<file path="src/rtl/imm_gen.sv">
// -----------------------------------------------------------------------------
// imm_gen -- RV32I immediate generator (KLP32 decode stage)
//
// Decodes instruction bits [31:7] into the 32-bit immediate for the I, S, B,
// U and J formats selected by imm_sel. The result is registered so it lines
// up with the decode->execute pipeline register (one-cycle latency).
//
// Build option:
//   IMMGEN_ZIMM_EN  when defined, imm_sel=101 selects the CSR zimm immediate
//                   (zero-extended rs1 field). When undefined, 101 is illegal.
//
// Ports:
//   clk           in   1   clock, rising edge
//   rst           in   1   synchronous active-high reset (priority over in_valid)
//   instr         in   25  instruction bits [31:7]
//   imm_sel       in   k   000=I 001=S 010=B 011=U 100=J (101=zimm option)
//   in_valid      in   1   instr/imm_sel valid this cycle
//   imm_extended  out  n   registered immediate
//   out_valid     out  1   imm_extended is a fresh result this cycle
//   sel_err       out  1   last accepted imm_sel was illegal
// -----------------------------------------------------------------------------
module imm_gen #(
   parameter int k = 3,
   parameter int n = 32
) (
   input  logic          clk,
   input  logic          rst,
   input  logic [31:7]   instr,
   input  logic [k-1:0]  imm_sel,
   input  logic          in_valid,
   output logic [n-1:0]  imm_extended,
   output logic          out_valid,
   output logic          sel_err
);

   localparam logic [k-1:0] SEL_I    = 3'b000;
   localparam logic [k-1:0] SEL_S    = 3'b001;
   localparam logic [k-1:0] SEL_B    = 3'b010;
   localparam logic [k-1:0] SEL_U    = 3'b011;
   localparam logic [k-1:0] SEL_J    = 3'b100;
   localparam logic [k-1:0] SEL_ZIMM = 3'b101;

   // Pure combinational decode. Bit n is the illegal-select flag; an illegal
   // select yields a zero immediate.
   function automatic logic [n:0] f_decode(input logic [31:7]  i,
                                           input logic [k-1:0] sel);
      logic [n:0] r;
      r = '0;
      case (sel)
         SEL_I: r = {1'b0, {20{i[31]}}, i[31:20]};
         SEL_S: r = {1'b0, {20{i[31]}}, i[31:25], i[11:7]};
         SEL_B: r = {1'b0, {19{i[31]}}, i[31], i[7], i[30:25], i[11:8], 1'b0};
         SEL_U: r = {1'b0, i[31:12], 12'b0};
         SEL_J: r = {1'b0, {11{i[31]}}, i[31], i[19:12], i[20], i[30:21], 1'b0};
`ifdef IMMGEN_ZIMM_EN
         SEL_ZIMM: r = {1'b0, 27'b0, i[19:15]};
`else
         SEL_ZIMM: r = {1'b1, {n{1'b0}}};
`endif
         default: r = {1'b1, {n{1'b0}}};
      endcase
      return r;
   endfunction

   logic [n:0]   w_dec_p0;
   logic [n-1:0] r_imm_p1;
   logic         r_err_p1;
   logic         r_vld_p1;

   always_comb begin
      w_dec_p0 = f_decode(instr, imm_sel);
   end

   // ---- stage p0 -> p1 register ----
   // Immediate and error flag only load on an accepted beat; they hold
   // otherwise while the valid drops.
   always_ff @(posedge clk) begin
      if (rst) begin
         r_imm_p1 <= '0;
         r_err_p1 <= 1'b0;
         r_vld_p1 <= 1'b0;
      end else if (in_valid) begin
         r_imm_p1 <= w_dec_p0[n-1:0];
         r_err_p1 <= w_dec_p0[n];
         r_vld_p1 <= 1'b1;
      end else begin
         r_vld_p1 <= 1'b0;
      end
   end

   assign imm_extended = r_imm_p1;
   assign sel_err      = r_err_p1;
   assign out_valid    = r_vld_p1;

endmodule

</file>
<file path="config.mk">
export PLATFORM = sky130hd
export DESIGN_NAME = imm_gen
export DESIGN_NICKNAME = d
export VERILOG_FILES = /design/src/rtl/imm_gen.sv
export SDC_FILE = /design/constraint.sdc
export NUM_CORES = 1
export LEC_CHECK = 0
export ABC_AREA = 1
export CAP_MARGIN = 10
export CORE_ASPECT_RATIO = 0.8
export CORE_MARGIN = 1.5
export CORE_UTILIZATION = 46
export DETAILED_ROUTE_END_ITERATION = 6
export PLACE_DENSITY = 0.9
export SLEW_MARGIN = 20
export SYNTH_ARGS = -nofsm -noshare
export SYNTH_HDL_FRONTEND = slang
export SYNTH_SLANG_ARGS = --single-unit
</file>
<file path="constraint.sdc">
create_clock -name clk -period 1.9 [get_ports clk]
set_clock_uncertainty 0.05 [all_clocks]
set_input_delay 0.285 -clock clk [delete_from_list [all_inputs] [get_ports clk]]
set_output_delay 0.285 -clock clk [all_outputs]
set_load 0.01 [all_outputs]
</file>
==> results.py <==
metrics = {
    "global_route": {
        "grt.total_usage": 0.238,
        "grt_pass1_wl_mm": 7.55,
        "grt_max_degree": 26,
        "antenna_found_initial": 0,
        "grt_pass1_vias": 1704,
        "grt.overflow.total": 0,
    },
    "logic_synthesis": {
        "yosysSeqAreaShare": 0.414,
        "yosysTopAreaCell": "dfxtp_1",
        "syn_area_um2": 1640,
        "yosys.cell_types.count": 20,
        "syn_avg_cell_area_um2": 6.55,
        "synth_top_cell_area_share": 0.414,
        "synth_area_leaders": "dfxtp_1 41%, nand2_1 25%, a21oi_1 9.4%, nand3_1 5.5%, nand4_1 4.9%",
        "synth_cells": 251,
        "synth_fp_nets": 282,
        "ys_warn_count": 0,
        "synth-seq-cells": 34,
    },
    "clocking": {
        "cts_setup_buffers": 0,
        "ctsResizeCount": 0,
        "cts_buffers": 5,
        "path_clk_slew_ps": 60,
        "cts_hold_buffers": 0,
        "numClockSinks": 34,
        "ctsHtreeMaxLevel": 2,
        "cts.path.max_buffers": 2,
        "clock_latency_ps": 280,
        "clockRootBuffer": "clkbuf_8",
        "cts_tree": "yes",
    },
    "floorplanning": {
        "core_um2": 3420,
        "fp.dieH_um": 56.5,
        "pin_count": 65,
        "die_w_um": 69.8,
        "start_util": 0.480,
        "dieArea_um2": 3940,
        "rows": 19,
    },
    "route": {
        "antenna_left": 0,
        "met3WireLength_um": 359,
        "remaining_drc_errors": 0,
        "dr_wl_met2_mm": 2.07,
        "avgViaCountPerCell": 5.19,
        "drt_iter0_markers": 94,
        "wl_met1_mm": 2.10,
        "wire_per_inst_um": 12.6,
        "num_vias": 1880,
        "firstDrtPassIters": 4,
        "topRoutingLayerUsed": "met4",
        "finalWirelength_mm": 4.56,
    },
    "critical_path": {
        "cp.arrival_ps": 1870,
        "critical_path.max_fanout": 8,
        "criticalPathCategory": "in -> reg",
        "cp_data_required_time_ps": 2070,
        "start_kind": "input port",
        "worstSetupEndpointType": "flop",
    },
    "sta": {
        "max_freq_mhz": 589,
        "rsz0062_at_grt": "no",
        "hold_viol_final": 0,
        "worst_pin_slew_ps": 405,
        "fin_crit_ps": 1700,
        "setup_slack_ps": 202,
        "setup_viol": 0,
        "timing.final.crit_share": 0.894,
        "maxSlewHeadroom": 0.730,
        "finalMaxSlewViolations": 0,
    },
    "pwr": {
        "switching_share": 0.264,
        "pwr-share-comb": 0.211,
        "p_int_mw": 1.22,
        "p_clk_frac": 0.325,
        "ir_drop_uv": 420,
        "powerDensity_nw_per_um2": 676,
        "p_seq_frac": 0.464,
        "p_leak_nw": 1.04,
        "power.switching_mw": 0.438,
        "p_total_mw": 1.66,
    },
    "placement": {
        "placed_cell_area_um2": 2360,
        "io_buffers": 64,
        "pre_cts_ws_ps": -30.0,
        "place.gp.congestion": 0.931,
        "dp_hpwl_mm": 3.35,
        "dp.cells": 354,
    },
    "job": {
        "maxCapViolCount": 0,
    },
    "status": {
        "status": "complete, no violations",
    },
    "finish": {
        "seq_area_um2": 681,
        "finalNetCount": 350,
        "instances_no_fill": 362,
        "antenna_cells": 0,
        "num-fill-cells": 294,
        "multiInputGateArea_um2": 830,
        "fin_area_um2": 2450,
        "area_growth_pct": 48.9,
        "final_layout_size_suffix_gt1_frac": 0.0875,
    },
    "min_path": {
        "hold_path.class": "reg -> reg",
    },
}
## layout by cell type, fill, tap and decap left out, drive strengths merged
cell           instances
nand3                 18
nor2                   9
nand2                112
clkdlybuf4s50         64
a21oi                 32
nor3                   1
clkinv                 2
inv                   14
buf                   13
dfxtp                 34
clkbuf                 7
nand4                 13
o21ai                  1
## cell families after synthesis
family / Yosys count / synth area share
AOI/OAI and AO/OA: 33 / 0.103
and+or+nand+nor: 153 / 0.402
buffers and inverters: 31 / 0.0814
DFF: 34 / 0.414
## per-layer routing
layer,up-vias,track usage
li1,944,-
met4,0,0.0440
met5,-,0
met1,857,0.313
met2,74,0.382
met3,5,0.0826
## registers in the layout, indices dropped and copies added (netlist names)
name          cells
imm_extended     32
out_valid         1
sel_err           1
## worst paths after layout
path / start / end / slack, ps / depth (start not counted)
setup / recovery: imm_sel[1] / imm_extended[6] / 200 / 6
hold / removal: imm_extended[14] / imm_extended[14] / 410 / 2
hold reg to reg: imm_extended[14] / imm_extended[14] / 410 / 2
setup reg to reg: imm_extended[22] / imm_extended[22] / 1200 / 2
## power by group through the flow
stage | logic (mW) | clock network [mW] | registers (mW)
global placement | 0.339 | 0 | 0.782
floorplan | 0.145 | 0 | 0.797
CTS | 0.347 | 0.544 | 0.767
finish | 0.350 | 0.538 | 0.767
detailed placement | 0.345 | 0 | 0.783
global route | 0.381 | 0.593 | 0.771
## synth_stat cells
master / number
nand2_2: 1
inv_1: 13
nor2_4: 2
nand3_1: 18
nand4_1: 13
dfxtp_1: 34
nand2_4: 1
clkinv_1: 1
a21oi_1: 31
nand2_1: 110
nor2_2: 2
o21ai_0: 1
buf_2: 8
buf_6: 1
a21oi_2: 1
buf_1: 1
nor3_1: 1
nor2_1: 5
clkbuf_1: 6
inv_2: 1
## metrics by stage
stage                     setup TNS (ps)  hold slack, ps   util
final                                  0             414  0.715
after global routing                   0             439  0.715
after CTS                              0             417  0.715
after detailed placement            -127             406  0.689
after global placement                 0             402  0.689
after floorplan                        0             378      -
## final cells by class
| type | instances | area share |
|---|---|---|
| Multi-Input combinational cell | 186 | 0.339 |
| Timing Repair Buffer | 77 | 0.301 |
| Sequential cell | 34 | 0.278 |
| Clock buffer | 7 | 0.0353 |
| Inverter | 15 | 0.0230 |
| Tap cell | 42 | 0.0215 |
| Clock inverter | 1 | 0.00204 |
## worst max-delay path, stage by stage
cell and delay (ps):
clkdlybuf4s50_1 600, inv_1 200, nand2_1 110, a21oi_2 370, nand3_1 140, a21oi_1 150
No activity file was read; power rests on OpenSTA's default activity.
